$ cat config.mk
export PLATFORM = sky130hd
export DESIGN_NAME = bullet_engine
export DESIGN_NICKNAME = d
export VERILOG_FILES = /design/src/rtl/bullet_pkg.sv /design/src/rtl/bullet_step.sv /design/src/rtl/bullet_engine.sv
export SDC_FILE = /design/constraint.sdc
export NUM_CORES = 1
export LEC_CHECK = 0
export ABC_CLOCK_PERIOD_IN_PS = 9100
export CORE_ASPECT_RATIO = 2
export CORE_MARGIN = 2
export CORE_UTILIZATION = 35
export CTS_BUF_LIST = sky130_fd_sc_hd__clkbuf_8
export DETAILED_ROUTE_END_ITERATION = 7
export SYNTH_ARGS = -nofsm -noshare
export SYNTH_HDL_FRONTEND = slang
export SYNTH_SLANG_ARGS = --single-unit
$ cat constraint.sdc
create_clock -name Clk -period 9.1 [get_ports Clk]
set_input_delay 1.82 -clock Clk [delete_from_list [all_inputs] [get_ports Clk]]
set_output_delay 1.82 -clock Clk [all_outputs]
set_load 0.02 [all_outputs]
$ cat src/rtl/bullet_pkg.sv
// Shared types, direction encoding and FSM states for the bullet engine.
package bullet_pkg;

    localparam logic [1:0] DIR_ZERO = 2'b00;
    localparam logic [1:0] DIR_POS  = 2'b01;
    localparam logic [1:0] DIR_NEG  = 2'b11;

    typedef enum logic [1:0] {
        ST_IDLE,
        ST_SWEEP,
        ST_DONE
    } state_e;

    typedef struct packed {
        logic              active;
        logic [9:0]        x;
        logic [9:0]        y;
        logic signed [3:0] vx;
        logic signed [3:0] vy;
        logic [3:0]        bounces;
        logic [7:0]        life;
    } bullet_t;

    // 2'b10 is not a legal direction and is treated as zero.
    function automatic logic signed [3:0] dir_vel(
        input logic [1:0] dir,
        input int         speed
    );
        case (dir)
            DIR_POS:  dir_vel = 4'(speed);
            DIR_NEG:  dir_vel = -4'(speed);
            DIR_ZERO: dir_vel = '0;
            default:  dir_vel = '0;
        endcase
    endfunction

endpackage

$ cat src/rtl/bullet_step.sv
// One-bullet frame update: move, per-axis wall reflect, bounce/life retire.
module bullet_step
    import bullet_pkg::*;
#(
    parameter int TILE_WIDTH  = 32,
    parameter int TILE_HEIGHT = 24,
    parameter int MAZE_ROWS   = 20,
    parameter int MAZE_COLS   = 20,
    parameter int MAX_BOUNCES = 3
) (
    input  bullet_t cur_i,
    input  logic    outmaze [MAZE_ROWS][MAZE_COLS],
    output bullet_t nxt_o
);

    localparam int X_LIMIT = MAZE_COLS * TILE_WIDTH;
    localparam int Y_LIMIT = MAZE_ROWS * TILE_HEIGHT;
    localparam int RW = (MAZE_ROWS > 1) ? $clog2(MAZE_ROWS) : 1;
    localparam int CW = (MAZE_COLS > 1) ? $clog2(MAZE_COLS) : 1;

    logic signed [11:0] nx;
    logic signed [11:0] ny;
    logic [RW-1:0]      row_old;
    logic [RW-1:0]      row_new;
    logic [CW-1:0]      col_old;
    logic [CW-1:0]      col_new;
    logic               x_in;
    logic               y_in;
    logic               nx_in;
    logic               ny_in;
    logic               col_x;
    logic               col_y;
    logic [4:0]         bounce_sum;
    logic               kill;

    assign nx = $signed({2'b00, cur_i.x}) + $signed({{8{cur_i.vx[3]}}, cur_i.vx});
    assign ny = $signed({2'b00, cur_i.y}) + $signed({{8{cur_i.vy[3]}}, cur_i.vy});

    assign x_in  = {1'b0, cur_i.x} < 11'(X_LIMIT);
    assign y_in  = {1'b0, cur_i.y} < 11'(Y_LIMIT);
    assign nx_in = !nx[11] && (nx[10:0] < 11'(X_LIMIT));
    assign ny_in = !ny[11] && (ny[10:0] < 11'(Y_LIMIT));

    assign row_old = RW'(cur_i.y / 10'(TILE_HEIGHT));
    assign col_old = CW'(cur_i.x / 10'(TILE_WIDTH));
    assign row_new = RW'(ny[10:0] / 11'(TILE_HEIGHT));
    assign col_new = CW'(nx[10:0] / 11'(TILE_WIDTH));

    // A lookup outside the maze counts as a wall.
    always_comb begin
        col_x = 1'b1;
        col_y = 1'b1;
        if (nx_in && y_in) col_x = outmaze[row_old][col_new];
        if (ny_in && x_in) col_y = outmaze[row_new][col_old];
    end

    assign bounce_sum = 5'(cur_i.bounces) + 5'(col_x) + 5'(col_y);
    assign kill = (bounce_sum >= 5'(MAX_BOUNCES)) || (cur_i.life <= 8'd1);

    always_comb begin
        nxt_o = cur_i;
        if (cur_i.active) begin
            if (col_x) nxt_o.vx = -cur_i.vx;
            else       nxt_o.x  = nx[9:0];
            if (col_y) nxt_o.vy = -cur_i.vy;
            else       nxt_o.y  = ny[9:0];
            nxt_o.bounces = bounce_sum[3:0];
            nxt_o.life    = cur_i.life - 8'd1;
            if (kill) begin
                nxt_o.active  = 1'b0;
                nxt_o.bounces = '0;
                nxt_o.life    = '0;
            end
        end
    end

endmodule

$ cat src/rtl/bullet_engine.sv
// Multi-slot bullet manager: fire handshake plus a per-frame slot sweep.
module bullet_engine
    import bullet_pkg::*;
#(
    parameter int NUM_BULLETS = 4,
    parameter int TILE_WIDTH  = 32,
    parameter int TILE_HEIGHT = 24,
    parameter int MAZE_ROWS   = 20,
    parameter int MAZE_COLS   = 20,
    parameter int SPEED       = 2,
    parameter int MAX_BOUNCES = 3,
    parameter int LIFETIME    = 255
) (
    input  logic                         Clk,
    input  logic                         Reset_n,
    input  logic                         frame_tick,
    input  logic                         fire_req,
    input  logic [9:0]                   fire_x,
    input  logic [9:0]                   fire_y,
    input  logic [1:0]                   fire_dx,
    input  logic [1:0]                   fire_dy,
    output logic                         fire_ready,
    output logic                         fire_ack,
    input  logic                         outmaze [MAZE_ROWS][MAZE_COLS],
    output logic [NUM_BULLETS-1:0]       bullet_active,
    output logic [NUM_BULLETS-1:0][9:0]  bullet_x,
    output logic [NUM_BULLETS-1:0][9:0]  bullet_y,
    output logic                         busy,
    output logic                         frame_overrun
);

    localparam int IDX_W = (NUM_BULLETS > 1) ? $clog2(NUM_BULLETS) : 1;

    state_e           state_q, state_d;
    logic [IDX_W-1:0] idx_q, idx_d;
    logic             overrun_q, overrun_d;
    bullet_t          slot_q [NUM_BULLETS];
    bullet_t          slot_d [NUM_BULLETS];
    bullet_t          step_in;
    bullet_t          step_out;
    bullet_t          fire_slot;
    logic             any_free;
    logic [IDX_W-1:0] free_idx;
    logic             sweeping;

    bullet_step #(
        .TILE_WIDTH  (TILE_WIDTH),
        .TILE_HEIGHT (TILE_HEIGHT),
        .MAZE_ROWS   (MAZE_ROWS),
        .MAZE_COLS   (MAZE_COLS),
        .MAX_BOUNCES (MAX_BOUNCES)
    ) u_step (
        .cur_i   (step_in),
        .outmaze (outmaze),
        .nxt_o   (step_out)
    );

    assign step_in  = slot_q[idx_q];
    assign sweeping = (state_q == ST_SWEEP);
    assign busy     = (state_q != ST_IDLE);

    // Lowest-index inactive slot wins.
    always_comb begin
        any_free = 1'b0;
        free_idx = '0;
        for (int k = NUM_BULLETS - 1; k >= 0; k--) begin
            if (!slot_q[k].active) begin
                any_free = 1'b1;
                free_idx = IDX_W'(k);
            end
        end
    end

    assign fire_ready = Reset_n && (state_q == ST_IDLE) && any_free;
    assign fire_ack   = fire_req && fire_ready;

    always_comb begin
        fire_slot         = '0;
        fire_slot.active  = 1'b1;
        fire_slot.x       = fire_x;
        fire_slot.y       = fire_y;
        fire_slot.vx      = dir_vel(fire_dx, SPEED);
        fire_slot.vy      = dir_vel(fire_dy, SPEED);
        fire_slot.life    = 8'(LIFETIME);
    end

    always_comb begin
        state_d   = state_q;
        idx_d     = idx_q;
        overrun_d = overrun_q | (frame_tick & busy);
        unique case (state_q)
            ST_IDLE: begin
                if (frame_tick) begin
                    state_d = ST_SWEEP;
                    idx_d   = '0;
                end
            end
            ST_SWEEP: begin
                if (idx_q == IDX_W'(NUM_BULLETS - 1)) state_d = ST_DONE;
                else                                  idx_d   = idx_q + 1'b1;
            end
            ST_DONE:  state_d = ST_IDLE;
            default:  state_d = ST_IDLE;
        endcase
    end

    always_comb begin
        for (int k = 0; k < NUM_BULLETS; k++) begin
            slot_d[k] = slot_q[k];
            if (fire_ack && (free_idx == IDX_W'(k))) slot_d[k] = fire_slot;
            if (sweeping && (idx_q == IDX_W'(k)))    slot_d[k] = step_out;
        end
    end

    always_ff @(posedge Clk) begin
        if (!Reset_n) begin
            state_q   <= ST_IDLE;
            idx_q     <= '0;
            overrun_q <= 1'b0;
            for (int k = 0; k < NUM_BULLETS; k++) slot_q[k] <= '0;
        end else begin
            state_q   <= state_d;
            idx_q     <= idx_d;
            overrun_q <= overrun_d;
            for (int k = 0; k < NUM_BULLETS; k++) slot_q[k] <= slot_d[k];
        end
    end

    always_comb begin
        for (int k = 0; k < NUM_BULLETS; k++) begin
            bullet_active[k] = slot_q[k].active;
            bullet_x[k]      = slot_q[k].x;
            bullet_y[k]      = slot_q[k].y;
        end
    end

    assign frame_overrun = overrun_q;

endmodule
==> Yosys cells after proc, flatten, opt, wreduce, memory -nomap -nowiden <==
Memories as Yosys holds them, arrays and structs flattened. A register that Yosys moved wholly into a read port is not among the register bits.
Cells that the tools add are included.
{ "classes": {"addsub": 8, "multipliers": 0, "n_div": 2, "magnitude_cmp": 10, "n_eq_ne": 14, "shift": 0, "mux": 53, "n_bitwise": 10, "reduce_logical": 25} }
{ "op_table": {"columns": ["op", "count"], "rows": [
  ["41-bit 2-to-1 mux", 13],
  ["20-bit binary-select mux with 5-bit select", 2],
  ["20-bit 2-to-1 mux", 4],
  ["11-bit by 4-bit adder with 12-bit output", 2],
  ["6-bit greater-or-equal comparator (second input constant)", 4],
  ["5-bit NOT with 6-bit output", 4],
  ["10-bit 2-to-1 mux", 2],
  ["2-bit 2-to-1 mux", 10],
  ["4-bit case mux with 2 select lines", 2],
  ["1-bit logical AND", 15],
  ["1-bit 2-to-1 mux", 13],
  ["2-bit == test (second input constant)", 6],
  ["12-bit 2-to-1 mux", 1],
  ["11-bit by 5-bit divider with 11-bit output (second input constant)", 1],
  ["11-bit by 10-bit less-than comparator with 1-bit output (second input constant)", 1],
  ["11-bit by 9-bit less-than comparator with 1-bit output (second input constant)", 1],
  ["1-bit binary-select mux with 5-bit select", 2],
  ["10-bit by 5-bit divider with 10-bit output (second input constant)", 1],
  ["2-bit by 1-bit == test with 1-bit output (second input constant)", 5],
  ["10-bit less-than comparator (second input constant)", 1],
  ["10-bit by 9-bit less-than comparator with 1-bit output (second input constant)", 1],
  ["8-bit by 1-bit less-or-equal comparator with 1-bit output (second input constant)", 1],
  ["4-bit 2-to-1 mux", 2],
  ["4-bit negation", 2],
  ["16 further kinds", 26]
]} }
{ "totals": {"regBits": 5, "latchBits": 0, "mem_bits_rw": 164, "romBits": 0, "input_bits": 428, "output_inout_bits": 88, "elab_cells": 126, "memories": 1} }
{ "mem_list": {"columns": ["memory", "words", "word_bits", "read_ports", "rd_ports_with_merged_regs", "wr", "line_no", "source"], "rows": [
  ["slot_q", 4, 41, 5, 1, 4, "bullet_engine.sv:37", "bullet_t slot_q [NUM_BULLETS];"]
]} }

==> Depth between registers and ports, before layout <==
{ "logic_depth": {"word_depth": 17, "ltp_mapped": 42, "mapped_depth_nobuf": 31} }

==> By module <==
From an unflattened synthesis, not the netlist that was laid out.
{ "hier_totals": {"cells_unflattened": 2559, "hier_area_um2": 19655.1} }
{ "by_module_without_submodules": {"columns": ["mod", "instances", "cells_each", "area_per_inst_um2", "seq_area_each_um2"], "rows": [
  ["bullet_step", 1, 1559, 10701.5, 0.0],
  ["bullet_engine", 1, 1000, 8953.6, 3423.3]
]} }

==> Worst setup path after synthesis <==
OpenSTA, ideal clock, no wires.
{ "synth_path": {"kind": "flip-flop to flip-flop", "startpoint": "reg (tool-made name)", "endpoint": "mem slot_q[2][3] (netlist name)", "t_arrival_ns": 8.823, "required_time_ns": 9.030, "path_slack_ns": 0.207, "path_stages_with_launch": 38, "path_buffers": 11, "period_less_slack_ns": 8.893, "path_cell_list": "dfxtp_1 > buf_6 > clkbuf_1 > clkbuf_1 > clkbuf_1 > clkbuf_1 > mux2_2 > o21ai_0 > inv_1 > ha_1 > a21oi_1 > nor2_1 > or4_1 > and3_1 > buf_6 > a221o_1 > nand3_1 > a31oi_1 > [... 2 more ...] > buf_6 > buf_6 > buf_6 > buf_4 > mux2i_1 > o21ai_0 > nand3_1 > nand4_1 > o32ai_4 > nand2_4 > fa_1 > ha_1 > a211oi_1 > nand3_1 > clkbuf_1 > o211ai_1 > o21ai_0 > a21oi_1"} }
{ "synth_lines": {"columns": ["element", "line_no"], "rows": [
  ["end, declared", "bullet_engine.sv:37"]
]} }

==> flow_summary.toml <==
[status]
status = "finished clean"

[final_layout]
fin_nets = 3554
drive_gt1_frac = 0.0905
fill_cells = 5737
regArea_mm2 = 0.00343
postLayoutCoreUtil = 0.451
stdcell_count = 3885
stdcell_area_mm2 = 0.0260
area_growth_pct = 27.8
multi_input_area_mm2 = 0.0151

[logic_synthesis]
ys_seq_area_frac = 0.168
synthesis.area_mm2 = 0.0203
synth_top_flop_cell = "dfxtp_1"
syn_nets = 3244
synth_edf_count = 0
async_flop_share = 0
yosysWarnings = 0
avgSynthCellArea_um2 = 7.31
synthTopCellsByArea = "dfxtp_1, mux2i_1, nand2_1"
synth_top_area_cell = "dfxtp_1"
yosysTopAreaCellShare = 0.168
synth-seq-cells = 171
syn_inst = 2782
synth_cell_types = 97

[detailed_routing]
drc = 0
dr_total_vias = 24015
first_pass_iters = 6
wl_um = 103000
ant_nets = 0
routedWlPerCell_um = 26.4
detail_route.iter0.violations = 2645
via_per_inst = 6.18

[global_routing]
grt_overflow_total = 0
grt_pass1_wl_um = 148000
grt_usage = 0.324
grt_pass1_vias = 22633
grt_max_degree = 85
antenna_found_initial = 23

[worst_setup_path]
critPathRequiredTime_ns = 9.52
cpLargestDelayFamily = "compound AO/OA/AOI/OAI gates"
slowest_delay_ns = 0.54
arrival_ns = 8.90
critPathLaunchType = "flip-flop"
cp_slowest_cell = "dfxtp_2"
critical_path_class = "flip-flop to flip-flop"
end_kind = "flip-flop"
crit_fanout = 55
crit_buf_inv = 4

[flow_run]
drv_cap = 0

[power_and_ir_drop]
power.leakage_nw = 10.2
power_density_mw_per_mm2 = 247
max-vdd-ir-drop_mv = 0.258

[die]
initial_core_util = 0.352
fp.coreArea_mm2 = 0.0577
dieArea_mm2 = 0.0602
fp.dieH_um = 345
design.portCount = 516
std_cell_rows = 125
die_w_um = 174

[place]
place_congestion = 0.955
hpwl_um = 78600
portBuffers = 515
place_area_mm2 = 0.0255
placed_cells = 3835

[cts]
postCtsSetupBuffers = 0
clock-sinks = 171
clock_latency_ns = 0.49
cts-root-buf = "clkbuf_8"
htree_levels = 4
cts_tree = "yes"
cts_buffer_depth = 2
cts_buffers = 17
clk_pin_slew_ns = 0.09

[timing]
drv_slew = 0
setup_viol = 0
fin_crit_sh = 0.933
period_needed_ns = 8.49
max_clock_freq_ghz = 0.118
tightest_slew_ns = 1.03
finalHoldViolCount = 0
rsz0062_at_grt = "false"
relSlewSlack = 0.309
skew_ns = 0.0184
hold_ws_ns = 0.472
timing.setup.tns_ns = 0

[hold_path]
hold_class = "flip-flop to flip-flop"
[where the power goes]
part / total, mW / switching [mW] / leakage, nW / internal, mW
Clock: 0.583 / 0.299 / 0.220 / 0.283
Sequential: 0.814 / 0.0316 / 1.39 / 0.782
Combinational: 5.04 / 3.03 / 8.61 / 2.01
[sequential cells by signal, indices dropped and copies added (netlist names), named ones only]
signal	flops
slot_q	164
frame_overrun	1
state_q	2
idx_q	2
[metal layers]
metal	vias up	global-route usage	wire length, µm
li1	10822	-	-
met4	8	0.164	5750
met2	1536	0.523	47300
met5	-	0	45
met3	287	0.0728	9950
met1	11362	0.404	39600
[worst register-to-register path, delay by kind of cell, from the launching register on]
family,cells,cell delay [ns]
multiplexers,2,0.75
AND/OR/NAND/NOR,5,1.17
flip-flops,1,0.54
AO/OA/AOI/OAI,13,2.80
buffers and inverters,4,0.89
adder cells (fa/ha/maj),4,1.36
XOR/XNOR,2,0.89
[cell usage after synthesis (11+ instances only)]
cell type,n
a211oi_1,60
a21oi_1,201
a22oi_1,29
a311oi_1,19
a31oi_1,57
and2_1,57
and3_1,12
buf_1,11
buf_2,51
buf_4,105
buf_6,26
clkbuf_1,128
dfxtp_1,171
ha_1,31
inv_1,30
mux2_2,53
mux2i_1,285
mux4_2,42
nand2_1,558
nand2b_1,12
nand3_1,140
nand4_1,12
nor2_1,126
nor2b_1,14
nor3_1,38
nor4_1,15
o2111ai_1,14
o211ai_1,46
o21a_1,14
o21ai_0,108
o21ai_1,21
o221ai_1,12
o22ai_1,40
o31ai_1,39
or3_1,14
xnor2_1,14
[cells by family (layout without fill, tap and decap cells)]
| kind of cell | count (synthesis) | count (layout) | synth area share |
|---|---|---|---|
| and+or+nand+nor | 1043 | 1043 | 0.231 |
| xor gates and xnor gates | 25 | 25 | 0.0118 |
| DFF | 171 | 171 | 0.168 |
| buffers and inverters | 352 | 675 | 0.0971 |
| other | 0 | 18 | 0 |
| muxes | 383 | 383 | 0.218 |
| adders and majority gates | 34 | 34 | 0.0220 |
| AOI/OAI and AO/OA | 774 | 774 | 0.252 |
[final cells by class]
class | instances | share of cell area
multi-input cells | 2259 | 0.579
repair buffers | 612 | 0.230
flip-flops and latches | 171 | 0.132
well taps | 762 | 0.0367
clock buffers | 19 | 0.0101
clock inverters | 13 | 0.00577
inverters | 31 | 0.00447
diodes | 18 | 0.00173
[layout by cell type, fill, tap and decap left out, types with 22 or more instances in the layout]
cell type and count:
a31oi_1 57, o31ai_1 39, and2_1 54, o22ai_1 40
nor3_1 36, mux2i_1 285, ha_1 31, mux2_2 53
clkdlybuf4s50_1 514, o21ai_1 22, o211ai_1 46, nand3_1 139
dfxtp_1 169, nor2_1 123, a22oi_1 29, inv_1 33
a21oi_1 201, buf_4 89, mux4_2 42, nand2_1 557
o21ai_0 104, a211oi_1 60
[per-stage QoR]
step,total power [mW],setup slack (ns)
4_1_cts,6.32,0.628
2_1_floorplan,4.36,0.207
3_3_place_gp,5.71,0.749
6_report,6.44,0.612
5_1_grt,6.75,0.0142
3_5_place_dp,5.73,0.674
[final timing paths]
| path | slack, ns | depth (start not counted) | endpoint | startpoint |
|---|---|---|---|---|
| worst max register to register | 0.61 | 30 | slot_q[2][4]$_SDFFE_PN0P_ | flip-flop |
| worst max-delay path | 0.61 | 30 | slot_q[2][4]$_SDFFE_PN0P_ | flip-flop |
| worst min register to register | 0.47 | 2 | slot_q[1][12]$_SDFFE_PN0P_ | slot_q[1][12]$_SDFFE_PN0P_ |
| worst min-delay path | 0.47 | 2 | slot_q[1][12]$_SDFFE_PN0P_ | slot_q[1][12]$_SDFFE_PN0P_ |
[what timing repair did]
action | in CTS | in global routing
endpoints found under the hold margin | 0 | 0
resized for setup | 0 | 3
hold buffers | 0 | 0
endpoints found under the setup margin | 0 | 24
(Power assumes the default switching activity.)
